[config.mk]
export PLATFORM = sky130hd
export DESIGN_NAME = mem_bus_arbiter
export DESIGN_NICKNAME = d
export VERILOG_FILES = /design/src/rtl/mem_bus_arbiter.sv
export SDC_FILE = /design/constraint.sdc
export NUM_CORES = 1
export LEC_CHECK = 0
export CELL_PAD_IN_SITES_DETAIL_PLACEMENT = 0
export CELL_PAD_IN_SITES_GLOBAL_PLACEMENT = 1
export CORE_MARGIN = 2
export CORE_UTILIZATION = 28
export DETAILED_ROUTE_END_ITERATION = 8
export PLACE_DENSITY_LB_ADDON = 0.1
export SLEW_MARGIN = 10
export SYNTH_ARGS = -nofsm -noshare
export SYNTH_HDL_FRONTEND = slang
export SYNTH_SLANG_ARGS = --single-unit
[constraint.sdc]
create_clock -name clk -period 1.7 [get_ports clk]
set_input_delay 0.17 -clock clk [delete_from_list [all_inputs] [get_ports clk]]
set_output_delay 0.17 -clock clk [all_outputs]
set_load 0.02 [all_outputs]
[src/rtl/mem_bus_arbiter.sv]
// mem_bus_arbiter: two-port (fetch/data) round-robin bus master arbiter.
// Optional timeout/abort: define MEM_BUS_ARBITER_TIMEOUT_EN.
module mem_bus_arbiter #(
  parameter int TIMEOUT_CYCLES = 64
) (
  input  logic        clk,
  input  logic        reset,
  input  logic        clk_enable,
  input  logic        if_req,
  input  logic [31:0] if_addr,
  output logic [31:0] if_rdata,
  output logic        if_done,
  input  logic        d_read,
  input  logic        d_write,
  input  logic [31:0] d_addr,
  input  logic [31:0] d_wdata,
  input  logic [3:0]  d_byteenable,
  output logic [31:0] d_rdata,
  output logic        d_done,
  output logic [31:0] address,
  output logic        read,
  output logic        write,
  output logic [31:0] writedata,
  output logic [3:0]  byteenable,
  input  logic [31:0] readdata,
  input  logic        waitrequest,
  output logic        stall,
  output logic        bus_error
);

  typedef enum logic [1:0] {
    S_IDLE,
    S_FETCH,
    S_DATA
`ifdef MEM_BUS_ARBITER_TIMEOUT_EN
    , S_ERROR
`endif
  } state_t;

  state_t      r_state;
  state_t      w_next;
  logic        r_last_d;
  logic        r_is_wr;
  logic [31:0] r_address;
  logic [31:0] r_writedata;
  logic [3:0]  r_byteenable;
  logic [31:0] r_if_rdata;
  logic [31:0] r_d_rdata;
  logic        r_if_done;
  logic        r_d_done;
  logic        w_f_elig;
  logic        w_d_elig;
  logic        w_grant_f;
  logic        w_grant_d;
  logic        w_cpl;
  logic        w_busy;

  // A requester whose done is high this cycle is not eligible again.
  assign w_f_elig = if_req & ~r_if_done;
  assign w_d_elig = (d_read | d_write) & ~r_d_done;
  assign w_busy   = (r_state == S_FETCH) | (r_state == S_DATA);

`ifdef MEM_BUS_ARBITER_TIMEOUT_EN
  logic [7:0] r_cnt;
  logic [8:0] w_cnt_inc;
  logic       w_hit;
  logic       w_timeout;
  logic       r_bus_error;

  assign w_cnt_inc = {1'b0, r_cnt} + 9'd1;
  assign w_hit     = w_cnt_inc >= 9'(TIMEOUT_CYCLES);
`else
  logic w_unused_to;
  assign w_unused_to = |32'(TIMEOUT_CYCLES);
`endif

  // Next-state: grant in IDLE, complete or abort while busy.
  always_comb begin
    w_next    = r_state;
    w_grant_f = 1'b0;
    w_grant_d = 1'b0;
    w_cpl     = 1'b0;
`ifdef MEM_BUS_ARBITER_TIMEOUT_EN
    w_timeout = 1'b0;
`endif
    unique case (r_state)
      S_IDLE: begin
        if (w_f_elig && (!w_d_elig || r_last_d)) begin
          w_next    = S_FETCH;
          w_grant_f = 1'b1;
        end else if (w_d_elig) begin
          w_next    = S_DATA;
          w_grant_d = 1'b1;
        end
      end
      S_FETCH, S_DATA: begin
        if (!waitrequest) begin
          w_cpl  = 1'b1;
          w_next = S_IDLE;
        end
`ifdef MEM_BUS_ARBITER_TIMEOUT_EN
        else if (w_hit) begin
          w_timeout = 1'b1;
          w_next    = S_ERROR;
        end
`endif
      end
`ifdef MEM_BUS_ARBITER_TIMEOUT_EN
      S_ERROR: w_next = S_ERROR;
`endif
      default: w_next = S_IDLE;
    endcase
  end

  // State register, done pulses and grant history.
  always_ff @(posedge clk or negedge reset) begin
    if (!reset) begin
      r_state   <= S_IDLE;
      r_if_done <= 1'b0;
      r_d_done  <= 1'b0;
      r_last_d  <= 1'b1;
    end else if (clk_enable) begin
      r_state   <= w_next;
      r_if_done <= w_cpl & (r_state == S_FETCH);
      r_d_done  <= w_cpl & (r_state == S_DATA);
      if (w_grant_f) r_last_d <= 1'b0;
      if (w_grant_d) r_last_d <= 1'b1;
    end
  end

  // Latch the granted request so bus outputs stay stable.
  always_ff @(posedge clk or negedge reset) begin
    if (!reset) begin
      r_address    <= '0;
      r_byteenable <= '0;
      r_writedata  <= '0;
      r_is_wr      <= 1'b0;
    end else if (clk_enable) begin
      if (w_grant_f) begin
        r_address    <= if_addr;
        r_byteenable <= 4'hF;
        r_is_wr      <= 1'b0;
      end
      if (w_grant_d) begin
        r_address    <= d_addr;
        r_byteenable <= d_byteenable;
        r_is_wr      <= d_write;
        if (d_write) r_writedata <= d_wdata;
      end
    end
  end

  // Capture read data on read completion only.
  always_ff @(posedge clk or negedge reset) begin
    if (!reset) begin
      r_if_rdata <= '0;
      r_d_rdata  <= '0;
    end else if (clk_enable && w_cpl) begin
      if (r_state == S_FETCH) r_if_rdata <= readdata;
      if (r_state == S_DATA && !r_is_wr) r_d_rdata <= readdata;
    end
  end

`ifdef MEM_BUS_ARBITER_TIMEOUT_EN
  // Wait-cycle counter and sticky error flag.
  always_ff @(posedge clk or negedge reset) begin
    if (!reset) begin
      r_cnt       <= '0;
      r_bus_error <= 1'b0;
    end else if (clk_enable) begin
      if (w_grant_f || w_grant_d) r_cnt <= '0;
      else if (w_busy && waitrequest) r_cnt <= w_cnt_inc[7:0];
      if (w_timeout) r_bus_error <= 1'b1;
    end
  end
  assign bus_error = r_bus_error;
`else
  assign bus_error = 1'b0;
`endif

  assign read  = (r_state == S_FETCH)
               | ((r_state == S_DATA) & ~r_is_wr);
  assign write = (r_state == S_DATA) & r_is_wr;
  assign stall = reset & (w_busy | ~(r_state == S_IDLE)
               | w_f_elig | w_d_elig);

  assign address    = r_address;
  assign writedata  = r_writedata;
  assign byteenable = r_byteenable;
  assign if_rdata   = r_if_rdata;
  assign d_rdata    = r_d_rdata;
  assign if_done    = r_if_done;
  assign d_done     = r_d_done;

endmodule

[Word level (Yosys, flattened, before mapping)]
Cells that the tools add are included.
W data, S select, Z words.
Storage, ports and cells
  input port bits: 139
  logic and storage cells: 63
  bits in registers: 138
Operators by class
  muxes and demuxes: 18
  bitwise gates (word level): 17
  eq/ne operators: 4
  reduce and logical (&&, ||, !) cells: 14
Operators by type and width (number)
  $mux W32: 2
  $mux W1: 10
  $mux W4: 2
  $and A1 B1 Y1: 7
  $mux W2: 3
  $or A1 B1 Y1: 6
  $reduce_and A2 Y1: 3
  $reduce_and A3 Y1: 2
  $not A1 Y1: 4
  $pmux W2 S2: 1
  $logic_and A1 B1 Y1: 3
  $ne A3 B3 Y1 const B: 1
  $eq A2 B1 Y1 const B: 1
  $eq A2 B2 Y1 const B: 1
  $logic_not A1 Y1: 2
  $logic_not A2 Y1: 1
  $ne A2 B2 Y1 const B: 1
  $reduce_bool A2 Y1: 1
  $reduce_or A2 Y1: 1
  $logic_or A1 B1 Y1: 1

[Depth between registers and ports, before layout]
Gate-level depths: netlist of the first run.
  word-level depth: 9
  depth in mapped cells: 8
  depth with buffers taken out: 6

[Worst setup path after synthesis of the first run]
No wires, ideal clock.
  path kind: reg-to-reg
  from: register r_state[0]
  to: register r_d_rdata[10], in the netlist d_rdata[10]
  cell stages (with the launch flop): 8
  slack: -190 ps
  arrival: 1765 ps
  period minus slack after synthesis: 1890 ps
  path through: dfrtp_1 inv_1 ha_1 nor2b_1 and4_1 clkbuf_1 buf_4 mux2_2
Between the ends
  longest elaborated chain between the ends: 5
RTL lines
  start, declared: line 40  | state_t r_state;
  start signal, assigned: line 123  | r_state <= w_next;
  $eq A2 B1 Y1 / $eq A2 B2 Y1 (equally long branches): line 86, 160
  $reduce_or A2 Y1: line 86  | unique case (r_state)
  $mux W1: line 86
  $logic_and A1 B1 Y1: line 158  | end else if (clk_enable && w_cpl) begin
  $reduce_and A2 Y1 (no line) (*)
  end signal, assigned: line 160  | if (r_state == S_DATA && !r_is_wr) r_d_rdata <= readdata;
  end, declared: line 48  | logic [31:0] r_d_rdata;
Mark *: on every way between the ends. The rest lies on a longest branch, timed or not.
A chain may end at the register's enable or synchronous reset.

[Worst setup path after layout of the first run]
  from: register r_state[1]
  to: register r_writedata[22], in the netlist writedata[22]
Between the ends
  longest elaborated chain between the ends: 3
RTL lines
  $logic_not A2 Y1: line 86
  $mux W1: line 86
  $reduce_and A3 Y1 (no line)
  end signal, assigned: line 148  | if (d_write) r_writedata <= d_wdata;
  end, declared: line 45  | logic [31:0] r_writedata;
No other way between the ends.

==> metrics.md, run 1 <==
| Metric | Value |
|---|---|
| Cell area after synthesis | 5748 µm² |
| Clk root buf | clkbuf_16 |
| Startpoint Class | flip-flop |
| Worst hold margin | 0.3662 ns |
| Fin crit share | 112.0% |
| DP Area | a little over 9000 µm² |
| Final setup viols | 131 |
| Io pins | between 200 and 300 |
| Worst-path cell with the longest stage delay | dfrtp_1 |
| 1st-iter DRT viols | 114 |
| Critical path type | reg2reg |
| Clock latency on the worst-skew pair | 0.42 ns |
| Design Area, Final | roughly 10000 µm² |
| Dpl cells | roughly 950 |
| Die ar. | 21690 µm² |
| Top cells by area, synth | dfrtp_1 (60%), mux2_2 (13%), mux2_4 (7.8%) |
| Slew Limit Headroom | just over 50% |
| CORE AREA | 20170 µm² |
| Crit path cell chain | inv_2 > ha_4 > nand2_4 > a311o_4 > nor2_8 > clkbuf_16 > mux2_4 |
| Layout area overhead | 80.45% |
| Fin. max-slew vios | 0 |
| CP Max Fanout | 7 |
| Sequential-to-total area share from yosys stat | 60.10% |
| Starting Density | 28.50% |
| Global Route Usage Sum | between 15 and 20% |
| Critical Path RT | about 2 ns |
| FP Rows | between 50 and 60 |
| Worst-case reg-to-reg path depth | 7 |
| Vias/cell | 4.362 |
| Layout Cells excl Fill | 1005 |
| Setup slack at placement | -0.3404 ns |
| Post-synthesis net count | 541 |
| Power per cell area | 1853 nW/µm² |
| Largest net degree at the start of global routing | 139 |
| Gp weighted congestion | 0.7824 |
| RSZ-0062 raised after global routing | yes |
| HP Class | in2reg |
| Synth Instances | ~400 |
| Least-Margin Pin Slew | 0.7357 ns |
| Fmax | 0.5254 GHz |
| Routed length per instance | 17.79 µm |
| Vias in the first global route | 4706 |
| Via Count | 4384 |
| Worst vdd ir | between 0.8 and 0.9 mV |
| Post-synth top area share | 59.64% |
| Clk sinks | about 140 |
| CP arrival | roughly 2.2 ns |
| Failing checks | negative setup slack |
| Detailed-route wire length | 17.88 mm |
| Mean Syn Cell Area | 14.44 µm² |
| Worst Skew | 0.01261 ns |
| Worst hold path startpoint | d_addr[1] |
| Synth unique cells | 35 |
| Status | finished with violations |
| Yosys Warn Count | 0 |
| Cell count of the worst hold path | 3 |
| ANT cells | 0 |
| Asr flop ratio synth | 100.0% |
| Max Cap Viol | 0 |
| Post-synth EDFFs | 0 |
| H-tree depth | 4 |
| Flop and latch count out of synthesis | 138 |
| Largest buffer count on any clock path | 2 |
| Fin util | roughly half |
| Layout cells sized above 1 | ~29% |
| Yosys top cell by area | dfrtp_1 |
| Most numerous cell in the Yosys netlist | dfrtp_1 |
| CTS tree | done |
| CTS buffer count | 17 |
| Net count, final | 866 |
| Grt ovf | 0 |
| First-pass GRT wire length | approximately 27 mm |
| ANT nets after route | 0 |
| Worst-path clk slew | 0.06 ns |
| Hpwl dp | 11.55 mm |
| CP Capture Type | flip-flop |
| Crit path time final | approximately 1.9 ns |
| Port Buffer Count | 275 |
| Commonest cells post-synth | dfrtp_1 (137), mux2_2 (65), a21oi_1 (35), nor2_1 (33), mux2i_1 (32) |
| RR Startpoint | r_state[1] |
| DR DRC count | 0 |
| Initial antenna violation count | 0 |
| Ys flop type | dfrtp_1 |
| PnR worst setup slack | -0.2034 ns |
| Die Y | between 100 and 150 µm |
| Die width | about 150 µm |
| Hold EP | address[1] |
| Reg-to-reg slack, setup | -0.20 ns |
| Final hold vios | 0 |
| First drt pass iteration count | 4 |
| P_leak | 4.549 nW |
| Critical path's largest stage delay | 0.40 ns |
| Reg2reg end | writedata[22] |
## registers in the layout (all words and copies together) (netlist names)
register	cells
d_done	1
if_done	1
r_is_wr	1
if_rdata	32
r_state	2
byteenable	4
address	32
writedata	32
r_last_d	1
d_rdata	32
## metrics by stage
| step | setup TNS, ns | total power, mW |
|---|---|---|
| 2_1_floorplan | -4.943 | 10.35 |
| 3_3_place_gp | -20.15 | 14.60 |
| 3_5_place_dp | -22.07 | 14.69 |
| 4_1_cts | -17.88 | 19.02 |
| 5_1_grt | -25.36 | 20.20 |
| 6_report | -19.29 | 19.22 |
## power breakdown
part           switching (mW)  leakage [nW]  internal [mW]
sequential              0.840          1.67           4.81
clock                    1.50         0.278           2.17
combinational            4.37          2.60           5.53
## worst max path at each step
stage | from | endpoint
6_report | r_state[1] | writedata[22]
3_3_place_gp | d_write | writedata[26]
3_5_place_dp | d_write | writedata[4]
2_1_floorplan | d_done | writedata[0]
4_1_cts | r_state[0] | writedata[12]
5_1_grt | r_state[1] | writedata[1]
## routing by layer
metal	vias to the layer above	GRT usage [%]	part of all wire, %
met5	-	0	0
met4	0	5.288	1.6
met3	16	5.497	6.6
met2	150	26.85	49
met1	2171	19.47	42
li1	2047	-	-
## worst max-delay path, delay by kind of cell (launching register included)
kind | cells | cell delay [ns]
mux | 1 | 0.29
simple gates | 2 | 0.26
flops | 1 | 0.40
fa+ha+maj | 1 | 0.17
buf+inv | 2 | 0.31
compound gates | 1 | 0.35
## cell families after synthesis
logic type	count (synthesis)	synth area share [%]
AO/OA/AOI/OAI	52	5.594
adder cells (fa/ha/maj)	4	0.8707
buffers and inverters	30	3.396
flip-flops	138	60.10
multiplexers	128	26.34
other	1	0.06524
AND/OR/NAND/NOR	45	3.636
## cell type report
| type | instances | area (µm²) |
|---|---|---|
| clock buffer | 18 | 429.2 |
| fill | 1716 | 9797 |
| tap | 270 | 337.8 |
| multi-input combinational | 230 | 2407 |
| sequential | 138 | 3456 |
| clock inverter | 13 | 145.1 |
| inverter | 8 | 30.03 |
| timing repair buffer | 328 | 3567 |
## cell usage in the layout (no fill, tap or decap), drive strengths merged
| cell | count |
|---|---|
| o22a | 4 |
| clkinv | 6 |
| a311o | 2 |
| inv | 11 |
| or3 | 1 |
| and2 | 1 |
| o21ai | 3 |
| a21oi | 35 |
| o22ai | 2 |
| a31oi | 2 |
| clkdlybuf4s50 | 270 |
| and4 | 1 |
| buf | 48 |
| o31ai | 1 |
| conb | 1 |
| clkbuf | 26 |
| clkinvlp | 2 |
| nand2b | 1 |
| dfrtp | 137 |
| nand3 | 2 |
| nand2 | 3 |
| dfstp | 1 |
| mux2i | 32 |
| mux2 | 96 |
| dlygate4sd3 | 1 |
| nand3b | 1 |
| ha | 4 |
| nor2 | 34 |
| a21o | 1 |
| nor2b | 1 |
| bufinv | 2 |
| dlymetal6s2s | 1 |
| o21bai | 2 |
## repair_timing
item / CTS / global route
endpoints found under the hold margin: 137 / 0
setup buffers: 12 / 7
setup endpoints to repair: 131 / 133
hold buffers: 1 / 0
resized for setup: 38 / 39
gates cloned: 8 / 5
pin swaps: 38 / 8
Power figures use the tool's default switching activity.
==> run 2: changes to the inputs <==
- MAX_ROUTING_LAYER: not set -> met4
==> run 2 against run 1 <==
  * The flow still finishes with violations (negative setup slack)
  * Utilization unchanged
  * Critical path depth unchanged
  * Wire length about the same
  * Sequential cell count unchanged
  * Via count increased by 0.80%
  * Combinational power about the same
  * Global-route usage increased by 0.50 points
  * First-iteration DRC count increased by 3.5%
  * Register-to-register slack about the same
  * Largest cell class unchanged
  * Largest power group unchanged
==> metrics.md, run 2 (synthesis results as in run 1) <==
| Metric | Value |
|---|---|
| Status | finished with violations (unchanged) |
| Failing checks | negative setup slack (unchanged) |
| CP Max Fanout | 7 (unchanged) |
| Max Cap Viol | 0 (unchanged) |
| Die Y | 147.3 µm (unchanged) |
| Final hold vios | 0 (unchanged) |
| Crit path time final | 1.900 ns (was 1.903 ns) |
| Routed length per instance | 17.78 µm (was 17.79 µm) |
| Global Route Usage Sum | 16.55% (was 16.05%) |
| Worst Skew | 0.01033 ns (was 0.01261 ns) |
| Layout fillers | 1716 (unchanged) |
| Most frequent cells in the layout | clkdlybuf4s50_1 (270), dfrtp_1 (136), mux2_4 (65) (unchanged) |
| Gp weighted congestion | 0.7939 (was 0.7824) |
| Critical path's largest stage delay | 0.39 ns (was 0.40 ns) |
| Layout area overhead | 80.45% (unchanged) |
| Largest buffer count on any clock path | 2 (unchanged) |
| Layout cells sized above 1 | 28.71% (unchanged) |
| PnR worst setup slack | -0.2003 ns (was -0.2034 ns) |
| Worst vdd ir | 0.8406 mV (was 0.8362 mV) |
| Port Buffer Count | 275 (unchanged) |
| Via Count | 4419 (was 4384) |
| Io pins | 277 (unchanged) |
| RSZ-0062 raised after global routing | yes (unchanged) |
| FP Rows | 52 (unchanged) |
| Least-Margin Pin Slew | 0.7568 ns (was 0.7357 ns) |
| Die ar. | 21690 µm² (unchanged) |
| CP Capture Type | flip-flop (unchanged) |
| Critical path type | reg2reg (unchanged) |
| Critical Path RT | 2.00 ns (about the same) |
| Vias/cell | 4.397 (was 4.362) |
| CORE AREA | 20170 µm² (unchanged) |
| Clk sinks | 138 (unchanged) |
| Startpoint Class | flip-flop (unchanged) |
| Power per cell area | 1853 nW/µm² (about the same) |
| Dpl cells | 945 (unchanged) |
| ANT cells | 0 (unchanged) |
| ANT nets after route | 0 (unchanged) |
| Clock latency on the worst-skew pair | 0.42 ns (about the same) |
| Worst-case reg-to-reg path depth | 7 (unchanged) |
| Final TNS setup | -18.76 ns (was -19.29 ns) |
| Final setup viols | 131 (unchanged) |
| CP arrival | 2.20 ns (about the same) |
| CTS buffer count | 17 (unchanged) |
| Layout Cells excl Fill | 1005 (unchanged) |
| HP Class | in2reg (unchanged) |
| First-pass GRT wire length | 26.65 mm (was 26.70 mm) |
| CTS tree | done (unchanged) |
| Detailed-route wire length | 17.87 mm (was 17.88 mm) |
| Fin. max-slew vios | 0 (unchanged) |
| Crit path cell chain | inv_2 > ha_4 > nand2_4 > a311o_4 > nor2_8 > clkbuf_16 > mux2_4 (unchanged) |
| Worst-path cell with the longest stage delay | dfrtp_1 (unchanged) |
| Worst-path clk slew | 0.06 ns (about the same) |
| Initial antenna violation count | 0 (unchanged) |
| Slew Limit Headroom | 49.54% (was 50.95%) |
| Fin crit share | 111.8% (was 112.0%) |
| Starting Density | 28.50% (unchanged) |
| H-tree depth | 4 (unchanged) |
| Largest net degree at the start of global routing | 139 (unchanged) |
| Grt ovf | 0 (unchanged) |
| Hpwl dp | 11.55 mm (unchanged) |
| Cell count of the worst hold path | 3 (unchanged) |
| Vias in the first global route | 4725 (was 4706) |
| 1st-iter DRT viols | 118 (was 114) |
| Die width | 147.3 µm (unchanged) |
| P_leak | 4.549 nW (unchanged) |
| Clk root buf | clkbuf_16 (unchanged) |
| Commonest non-fill, non-tap cell in the layout | clkdlybuf4s50_1 (unchanged) |
| First drt pass iteration count | 4 (unchanged) |
| DR DRC count | 0 (unchanged) |
| Net count, final | 866 (unchanged) |
| Fmax | 0.5262 GHz (was 0.5254 GHz) |
-- run 2: cell type report --
cell class	instances	area (µm²)	area share [%]
clock inverter	13	145.1	1.399
multi-input combinational	230	2407	23.21
sequential	138	3456	33.32
inverter	8	30.03	0.2895
timing repair buffer	328	3567	34.39
clock buffer	18	429.2	4.138
tap	270	337.8	3.257
-- run 2: worst max-delay path, delay by kind of cell, from the launching register on --
family | cells | cell delay [ns]
AO/OA/AOI/OAI | 1 | 0.35
adder cells (fa/ha/maj) | 1 | 0.17
multiplexers | 1 | 0.29
AND/OR/NAND/NOR | 2 | 0.26
buffers and inverters | 2 | 0.31
flip-flops | 1 | 0.39
-- run 2: worst paths after layout --
kind                                from            end  slack (ns)
min reg2reg                byteenable[0]  byteenable[0]        0.49
min                            d_addr[1]     address[1]        0.37
max in group asynchronous          reset  byteenable[1]        0.65
min in group asynchronous          reset   if_rdata[15]        0.49
max                           r_state[1]  writedata[22]       -0.20
max reg2reg                   r_state[1]  writedata[22]       -0.20
-- run 2: routing by layer --
metal / track usage (%) / vias up / part of all wire, % / wire, µm
met5: - / - / 0 / 0
met4: 5.288 / 0 / 1.6 / 286
met3: 4.907 / 18 / 5.8 / 1028
met2: 26.73 / 153 / 50 / 8860
met1: 19.98 / 2202 / 43 / 7692
li1: - / 2046 / - / -
-- run 2: metrics by stage --
| stage | hold WS [ns] | area [µm²] | power (mW) | setup slack (ns) | utilization (%) |
|---|---|---|---|---|---|
| after floorplan | -0.1256 | 5923 | 10.35 | -0.1438 | - |
| after global placement | 0.3693 | 9154 | 14.60 | -0.3247 | 45.38 |
| after detailed placement | 0.3782 | 9154 | 14.69 | -0.3404 | 45.38 |
| after CTS | 0.3458 | 10100 | 19.02 | -0.2138 | 50.07 |
| after global routing | 0.3529 | 10370 | 20.19 | -0.2449 | 51.43 |
| final | 0.3667 | 10370 | 19.22 | -0.2003 | 51.43 |
-- run 2: where the power goes --
| group | switching [mW] | internal [mW] | total [mW] |
|---|---|---|---|
| logic | 4.37 | 5.53 | 9.90 |
| clock network | 1.49 | 2.17 | 3.66 |
| registers | 0.842 | 4.81 | 5.65 |
-- run 2: timing repair --
item                       CTS  global route
cloned                       8             5
setup endpoints to repair  131           133
setup buffers               12             7
hold endpoints to repair   137             0
resized for setup           38            39
pin swaps                   38             8
hold buffers                 1             0
